## src/rtl/usb_tx_sequencer_if.sv

```systemverilog
// ---------------------------------------------------------------------------
// usb_tx_sequencer_if : request and serial-bit handshake bundle
// Rev 1.0
// ---------------------------------------------------------------------------
`default_nettype none

interface usb_tx_sequencer_if;
  logic        req_valid;
  logic        req_ready;
  logic [1:0]  req_type;
  logic [3:0]  req_pid;
  logic [6:0]  req_addr;
  logic [3:0]  req_endp;
  logic [63:0] req_data;
  logic        bit_out;
  logic        bit_valid;
  logic        bit_ready;
  logic        bit_last;
  logic        done;
  logic        err;
  logic        busy;

  modport master (
    output req_valid, req_type, req_pid, req_addr, req_endp, req_data, bit_ready,
    input  req_ready, bit_out, bit_valid, bit_last, done, err, busy
  );

  modport slave (
    input  req_valid, req_type, req_pid, req_addr, req_endp, req_data, bit_ready,
    output req_ready, bit_out, bit_valid, bit_last, done, err, busy
  );
endinterface

`default_nettype wire

```

## src/rtl/usb_tx_sequencer.sv

```systemverilog
// ---------------------------------------------------------------------------
// usb_tx_sequencer : serial SYNC/PID/field/CRC packet emitter with stall handshake
// Rev 1.0
// ---------------------------------------------------------------------------
`default_nettype none

module usb_tx_sequencer (
  input  wire logic          clk,
  input  wire logic          rst_b,
  usb_tx_sequencer_if.slave  bus
);

  typedef enum logic [2:0] {
    S_IDLE  = 3'd0,
    S_SYNC  = 3'd1,
    S_PID   = 3'd2,
    S_FIELD = 3'd3,
    S_CRC   = 3'd4
  } state_t;

  localparam logic [1:0]  TYPE_TOKEN   = 2'b00;
  localparam logic [1:0]  TYPE_HSHAKE  = 2'b10;
  localparam logic [1:0]  TYPE_ILLEGAL = 2'b11;
  localparam logic [4:0]  CRC5_POLY    = 5'h05;
  localparam logic [15:0] CRC16_POLY   = 16'h8005;

  state_t      state_q, state_d;
  logic [6:0]  cnt_q, cnt_d;
  logic [1:0]  type_q, type_d;
  logic [3:0]  pid_q, pid_d;
  logic [6:0]  addr_q, addr_d;
  logic [3:0]  endp_q, endp_d;
  logic [63:0] data_q, data_d;
  logic [4:0]  crc5_q, crc5_d;
  logic [15:0] crc16_q, crc16_d;
  logic        done_q, done_d;
  logic        err_q, err_d;

  logic        w_accept;
  logic        w_xfer;
  logic        w_is_tok;
  logic        w_is_hs;
  logic [6:0]  w_tc;
  logic        w_term;
  logic        w_bit;
  logic        w_last;
  logic [6:0]  w_endp_idx;
  logic [6:0]  w_crc5_idx;
  logic [6:0]  w_crc16_idx;

  assign w_accept    = bus.req_valid && bus.req_ready;
  assign w_xfer      = bus.bit_valid && bus.bit_ready;
  assign w_is_tok    = (type_q == TYPE_TOKEN);
  assign w_is_hs     = (type_q == TYPE_HSHAKE);
  assign w_endp_idx  = cnt_q - 7'd7;
  assign w_crc5_idx  = 7'd4 - cnt_q;
  assign w_crc16_idx = 7'd15 - cnt_q;

  // Terminal count of the current state; the counter never runs past it.
  always_comb begin
    w_tc = 7'd0;
    case (state_q)
      S_SYNC:  w_tc = 7'd8;
      S_PID:   w_tc = 7'd8;
      S_FIELD: w_tc = w_is_tok ? 7'd11 : 7'd64;
      S_CRC:   w_tc = w_is_tok ? 7'd5 : 7'd16;
      default: w_tc = 7'd0;
    endcase
  end

  assign w_term = w_xfer && (cnt_q == w_tc - 7'd1);

  // Output bit is a pure function of registered state, so it holds through stalls.
  always_comb begin
    w_bit  = 1'b0;
    w_last = 1'b0;
    case (state_q)
      S_SYNC: w_bit = (cnt_q == 7'd7);
      S_PID: begin
        w_bit  = cnt_q[2] ? ~pid_q[cnt_q[1:0]] : pid_q[cnt_q[1:0]];
        w_last = w_is_hs && (cnt_q == 7'd7);
      end
      S_FIELD: begin
        if (w_is_tok)
          w_bit = (cnt_q < 7'd7) ? addr_q[cnt_q[2:0]] : endp_q[w_endp_idx[1:0]];
        else
          w_bit = data_q[cnt_q[5:0]];
      end
      S_CRC: begin
        w_bit  = w_is_tok ? ~crc5_q[w_crc5_idx[2:0]] : ~crc16_q[w_crc16_idx[3:0]];
        w_last = (cnt_q == w_tc - 7'd1);
      end
      default: ;
    endcase
  end

  always_comb begin
    state_d = state_q;
    cnt_d   = cnt_q;
    type_d  = type_q;
    pid_d   = pid_q;
    addr_d  = addr_q;
    endp_d  = endp_q;
    data_d  = data_q;
    crc5_d  = crc5_q;
    crc16_d = crc16_q;
    err_d   = 1'b0;
    done_d  = w_xfer && w_last;
    if (w_xfer)
      cnt_d = cnt_q + 7'd1;

    case (state_q)
      S_IDLE: begin
        cnt_d = 7'd0;
        if (w_accept) begin
          if (bus.req_type == TYPE_ILLEGAL) begin
            err_d = 1'b1;
          end else begin
            state_d = S_SYNC;
            type_d  = bus.req_type;
            pid_d   = bus.req_pid;
            addr_d  = bus.req_addr;
            endp_d  = bus.req_endp;
            data_d  = bus.req_data;
          end
        end
      end
      S_SYNC: begin
        if (w_term) begin
          state_d = S_PID;
          cnt_d   = 7'd0;
        end
      end
      S_PID: begin
        if (w_term) begin
          cnt_d = 7'd0;
          if (w_is_hs) begin
            state_d = S_IDLE;
          end else begin
            state_d = S_FIELD;
            crc5_d  = '1;
            crc16_d = '1;
          end
        end
      end
      S_FIELD: begin
        if (w_xfer) begin
          if (w_is_tok)
            crc5_d = {crc5_q[3:0], 1'b0} ^ ((crc5_q[4] ^ w_bit) ? CRC5_POLY : 5'h00);
          else
            crc16_d = {crc16_q[14:0], 1'b0} ^ ((crc16_q[15] ^ w_bit) ? CRC16_POLY : 16'h0000);
        end
        if (w_term) begin
          state_d = S_CRC;
          cnt_d   = 7'd0;
        end
      end
      S_CRC: begin
        if (w_term) begin
          state_d = S_IDLE;
          cnt_d   = 7'd0;
        end
      end
      default: begin
        state_d = S_IDLE;
        cnt_d   = 7'd0;
      end
    endcase
  end

  always_ff @(posedge clk or negedge rst_b) begin
    if (!rst_b) begin
      state_q <= S_IDLE;
      cnt_q   <= 7'd0;
      type_q  <= 2'b00;
      pid_q   <= 4'h0;
      addr_q  <= 7'h00;
      endp_q  <= 4'h0;
      data_q  <= 64'h0;
      crc5_q  <= '1;
      crc16_q <= '1;
      done_q  <= 1'b0;
      err_q   <= 1'b0;
    end else begin
      state_q <= state_d;
      cnt_q   <= cnt_d;
      type_q  <= type_d;
      pid_q   <= pid_d;
      addr_q  <= addr_d;
      endp_q  <= endp_d;
      data_q  <= data_d;
      crc5_q  <= crc5_d;
      crc16_q <= crc16_d;
      done_q  <= done_d;
      err_q   <= err_d;
    end
  end

  assign bus.req_ready = (state_q == S_IDLE);
  assign bus.bit_valid = (state_q != S_IDLE);
  assign bus.busy      = (state_q != S_IDLE);
  assign bus.bit_out   = w_bit;
  assign bus.bit_last  = w_last;
  assign bus.done      = done_q;
  assign bus.err       = err_q;

endmodule

`default_nettype wire
```

## src/flat_wrapper.sv

```systemverilog
// flat-port wrapper written by rule: the top's interface ports become plain ports
module usb_tx_sequencer_flat 
  (clk, rst_b, bus_req_valid, bus_req_type, bus_req_pid, bus_req_addr, bus_req_endp, bus_req_data, bus_bit_ready, bus_req_ready, bus_bit_out, bus_bit_valid, bus_bit_last, bus_done, bus_err, bus_busy);
  usb_tx_sequencer_if bus_i ();
  input  wire logic clk;
  input  wire logic rst_b;
  input wire logic [$bits(bus_i.req_valid)-1:0] bus_req_valid;
  input wire logic [$bits(bus_i.req_type)-1:0] bus_req_type;
  input wire logic [$bits(bus_i.req_pid)-1:0] bus_req_pid;
  input wire logic [$bits(bus_i.req_addr)-1:0] bus_req_addr;
  input wire logic [$bits(bus_i.req_endp)-1:0] bus_req_endp;
  input wire logic [$bits(bus_i.req_data)-1:0] bus_req_data;
  input wire logic [$bits(bus_i.bit_ready)-1:0] bus_bit_ready;
  output wire logic [$bits(bus_i.req_ready)-1:0] bus_req_ready;
  output wire logic [$bits(bus_i.bit_out)-1:0] bus_bit_out;
  output wire logic [$bits(bus_i.bit_valid)-1:0] bus_bit_valid;
  output wire logic [$bits(bus_i.bit_last)-1:0] bus_bit_last;
  output wire logic [$bits(bus_i.done)-1:0] bus_done;
  output wire logic [$bits(bus_i.err)-1:0] bus_err;
  output wire logic [$bits(bus_i.busy)-1:0] bus_busy;
  assign bus_i.req_valid = bus_req_valid;
  assign bus_i.req_type = bus_req_type;
  assign bus_i.req_pid = bus_req_pid;
  assign bus_i.req_addr = bus_req_addr;
  assign bus_i.req_endp = bus_req_endp;
  assign bus_i.req_data = bus_req_data;
  assign bus_i.bit_ready = bus_bit_ready;
  assign bus_req_ready = bus_i.req_ready;
  assign bus_bit_out = bus_i.bit_out;
  assign bus_bit_valid = bus_i.bit_valid;
  assign bus_bit_last = bus_i.bit_last;
  assign bus_done = bus_i.done;
  assign bus_err = bus_i.err;
  assign bus_busy = bus_i.busy;
  usb_tx_sequencer u_core (.clk(clk), .rst_b(rst_b), .bus(bus_i));
endmodule
```

## config.mk

```make
export PLATFORM = sky130hd
export DESIGN_NAME = usb_tx_sequencer_flat
export DESIGN_NICKNAME = d
export VERILOG_FILES = /design/src/rtl/usb_tx_sequencer_if.sv /design/src/rtl/usb_tx_sequencer.sv /design/src/flat_wrapper.sv
export SDC_FILE = /design/constraint.sdc
export NUM_CORES = 1
export LEC_CHECK = 0
export CAP_MARGIN = 20
export CORE_MARGIN = 5
export CORE_UTILIZATION = 42
export DETAILED_ROUTE_END_ITERATION = 6
export PLACE_DENSITY = 0.74
export SLEW_MARGIN = 25
export SYNTH_ARGS = -nofsm -noshare
export SYNTH_HDL_FRONTEND = slang
export SYNTH_SLANG_ARGS = --single-unit
export TNS_END_PERCENT = 1
```

## constraint.sdc

```tcl
create_clock -name clk -period 6.18 [get_ports clk]
set_input_delay 1.236 -clock clk [delete_from_list [all_inputs] [get_ports clk]]
set_output_delay 1.236 -clock clk [all_outputs]
set_load 0.01 [all_outputs]
```

==> results.md, run 1 <==
* Antenna viol nets, final at 0
* Final non-filler cell area at approximately 0.0073 sq mm
* FF+latch count, synth at between 100 and 150
* CP endpoint kind: output port
* Switch share at 0.3148
* Most used flip-flop cell after synthesis: dfrtp_1
* Final Hold Fails at 0
* Share of post-route cells with drive strength above 1 at 0.3073
* RD Place Congestion at 0.8791
* Comb power frac at 0.361
* First-pass GRT wire length at 21.55 mm
* Initial antenna violation count at 0
* IO buf count at 91
* Hold Crit Class: reg -> reg
* Initial Util at 0.4224
* Post-CTS setup buffers at 0
* Leakage at between 3 and 4 nW
* Vias/cell at 5.491
* Relative slew slack at 0.3332
* Final min period at 5.315 ns
* Reg-to-reg endpoint: u_core.crc16_q[15]$_DFFE_PN1P_
* Startpoint Class: register
* Cell Int Power at ~2.6 mW
* Core Rows at 43
* Synth warnings at 0
* Ports at 92
* Clock power frac at 0.257
* DR DRC count at 0
* Cts repair resizes at 0
* DP Wirelength at between 9 and 10 mm
* Die area at 0.01625 sq mm
* Netlist cell types at 61
* PwrDens at between 500 and 600 mW/mm^2
* Worst skew pair latency at 0.42 ns
* Root Buffer: clkbuf_16
* Hold path depth at 1
* DRT Wirelength at approximately 13 mm
* Critical path type: reg -> out
* Worst reg2reg startpoint: u_core.state_q[2]$_DFFE_PN0P_
* CP Data Required Time at 4.94 ns
* Die Ht at 127.5 um
* Largest net degree at the start of global routing at 80
* Most frequent cells in the layout: 92 x dfrtp_1, 90 x clkdlybuf4s50_1, 83 x mux2_2
* Max Clock Skew at around 0.0060 ns
* Final nets at 612
* FFs w/ async S/R, synth at 1.000
* Psw at around 1.2 mW
* Number of global-route vias before repair at 4189
* DR pass1 iterations at 4
* RSZ-0062 raised after global routing: false
* Commonest non-fill, non-tap cell in the layout: dfrtp_1
* Flop2flop setup slack at 2.43 ns
* Ant diodes at 0
* CTS buffer count at 17
* Max Cap Violations at 0
* CTS H-Tree Depth at 4
* Synth Cell Area at 0.005796 sq mm
* Tightest Pin Transition at 1.000 ns
* Finish-stage setup viols at 0
* FILL cells at roughly 1200
* Core area at 0.01372 sq mm
* DP Area at 0.006750 sq mm
* DR vias at 3937
* Routed len/inst at 18.28 um
* TritonCTS clock tree: done
* Final worst-path cycle share at 0.8600
* 1st-iter DRT viols at 199
* Max Clk Rate at 0.1882 GHz
* HP Start: u_core.data_q[18]$_DFFE_PN0P_
* GR Overflow Total at 0
* Sequential share of power at 0.381
* Worst EP arrival at 4.08 ns
* Sequential cell area fraction in the yosys report at 0.4968
* Syn_nets at 531
* Number of flops mapped to enable cells by yosys at 0
* Hold worst-path end: u_core.data_q[18]$_DFFE_PN0P_
* Die width at 127.5 um
* Worst reg-to-reg path cell count at 11
* Max Transition Viols Final at 0
* Hold Slack at 0.5010 ns
* Area added between synthesis and finish at 26.73%
* Synthesized instance count at about 440
* Setup TNS at 0 ns
* Clock slew seen by the registers of the worst setup and hold paths at around 0.05 ns
* Crit path max fanout at 18
* Clock Path Buffers at 2
* Synthesized area per cell at 13.08 sq um
* Gr usage total at 0.1709
* # clock sinks at between 100 and 150
* Status: completed
* Peak VDD IR at 0.0002668 V
* Hold buffer count at cts at 0
-- cell families (layout without fill, tap and decap cells) --
| logic type | count (synthesis) | count (layout) | synth area share |
|---|---|---|---|
| adders and majority gates | 3 | 3 | 0.006477 |
| buffers and inverters | 42 | 136 | 0.04426 |
| xor gates and xnor gates | 14 | 14 | 0.02116 |
| and+or+nand+nor | 92 | 92 | 0.08484 |
| muxes | 115 | 115 | 0.2597 |
| DFF | 114 | 114 | 0.4968 |
| AOI/OAI and AO/OA | 63 | 63 | 0.08679 |
-- power groups by stage --
stage                     Combinational, mW  Sequential [mW]  Clock (mW)
after floorplan                        1.22             1.30           0
after global placement                 1.34             1.45           0
final                                  1.39             1.47       0.988
after detailed placement               1.39             1.47           0
after global routing                   1.52             1.52        1.04
after CTS                              1.41             1.46        1.00
-- worst max path at each step --
| stage | depth (start not counted) | end | start |
|---|---|---|---|
| CTS | 11 | bus_bit_last | u_core.state_q[2]$_DFFE_PN0P_ |
| detailed placement | 10 | bus_bit_last | u_core.state_q[2]$_DFFE_PN0P_ |
| floorplan | 12 | bus_bit_last | u_core.state_q[0]$_DFFE_PN0P_ |
| finish | 11 | bus_bit_last | u_core.state_q[2]$_DFFE_PN0P_ |
| global route | 12 | bus_bit_last | u_core.state_q[0]$_DFFE_PN0P_ |
| global placement | 10 | bus_bit_last | u_core.state_q[2]$_DFFE_PN0P_ |
-- cell type report --
| type | count | area, sq um | share of cell area |
|---|---|---|---|
| tap | 180 | 225.2 | 0.03066 |
| inverter | 9 | 33.78 | 0.004600 |
| clock buffer | 26 | 489.2 | 0.06661 |
| sequential | 114 | 2880 | 0.3922 |
| multi-input combinational | 287 | 2673 | 0.3639 |
| timing repair buffer | 95 | 938.4 | 0.1278 |
| clock inverter | 6 | 105.1 | 0.01431 |
-- layer usage --
metal	track usage	wire length [um]	up-vias
met3	0.05978	664	23
met1	0.2089	5533	1995
li1	-	-	1810
met4	0.06688	263	0
met2	0.2781	6643	109
met5	0	0	-
-- state kept, by name, indices dropped and copies added, names as in the netlist --
signal,cells
u_core.bus.err,1
u_core.cnt_q,7
u_core.crc16_q,16
u_core.bus.done,1
u_core.addr_q,7
u_core.data_q,64
u_core.type_q,2
u_core.endp_q,4
u_core.crc5_q,5
u_core.pid_q,4
u_core.state_q,3
-- stage by stage --
stage | setup WS (ns) | std cells | power, mW | util
floorplan | 2.326 | 443 | 2.517 | -
global placement | 1.557 | 685 | 2.791 | 0.4920
detailed placement | 1.437 | 685 | 2.866 | 0.4920
CTS | 0.8825 | 717 | 3.876 | 0.5353
global route | 0.5935 | 717 | 4.076 | 0.5353
finish | 0.8651 | 717 | 3.843 | 0.5353
-- critical path: stages (launching register included) --
cell and delay, ns:
dfrtp_1 0.63, or3b_1 0.50, a21o_1 0.23, ha_1 0.28, nand3_1 0.13, o31ai_1 0.11, or3_1 0.37, a22oi_1 0.17
and3_1 0.32, nand3_1 0.11, a21oi_1 0.23, clkdlybuf4s50_1 0.57
-- synth_stat cells (3+ instances only) --
cell type  count  area share
dfrtp_1       93        0.40
xor2_1         4      0.0060
a31oi_1        4      0.0043
xnor2_1       10       0.015
nand2_1       20       0.013
nand3_1        7      0.0060
mux2_2        83        0.16
buf_4          3      0.0039
mux4_2        20       0.078
or3b_1         4      0.0060
or3_1          3      0.0032
a21oi_1        6      0.0052
o211ai_1       3      0.0039
nand2b_1       6      0.0065
or2_2          3      0.0032
o22a_1        19       0.029
ha_1           3      0.0065
inv_1          8      0.0052
mux2i_1       12       0.021
nor4_1         3      0.0032
buf_2          6      0.0052
dfstp_2       21       0.095
buf_6          7       0.014
a311oi_1       4      0.0060
nor3_1         5      0.0043
nor2_1        22       0.014
clkbuf_1      13      0.0084
nor2b_1        3      0.0032
o21ai_0        4      0.0035
No activity file was read; power rests on OpenSTA's default activity.
==> run 2: changes to the inputs <==
--- a/config.mk
+++ b/config.mk
@@ -9,6 +9,7 @@
 export CORE_MARGIN = 5
 export CORE_UTILIZATION = 42
 export DETAILED_ROUTE_END_ITERATION = 6
+export HOLD_SLACK_MARGIN = 0.1
 export PLACE_DENSITY = 0.74
 export SLEW_MARGIN = 25
 export SYNTH_ARGS = -nofsm -noshare
==> results of run 2 <==
No change in the layout: final DEF, timing and power equal those of run 1.
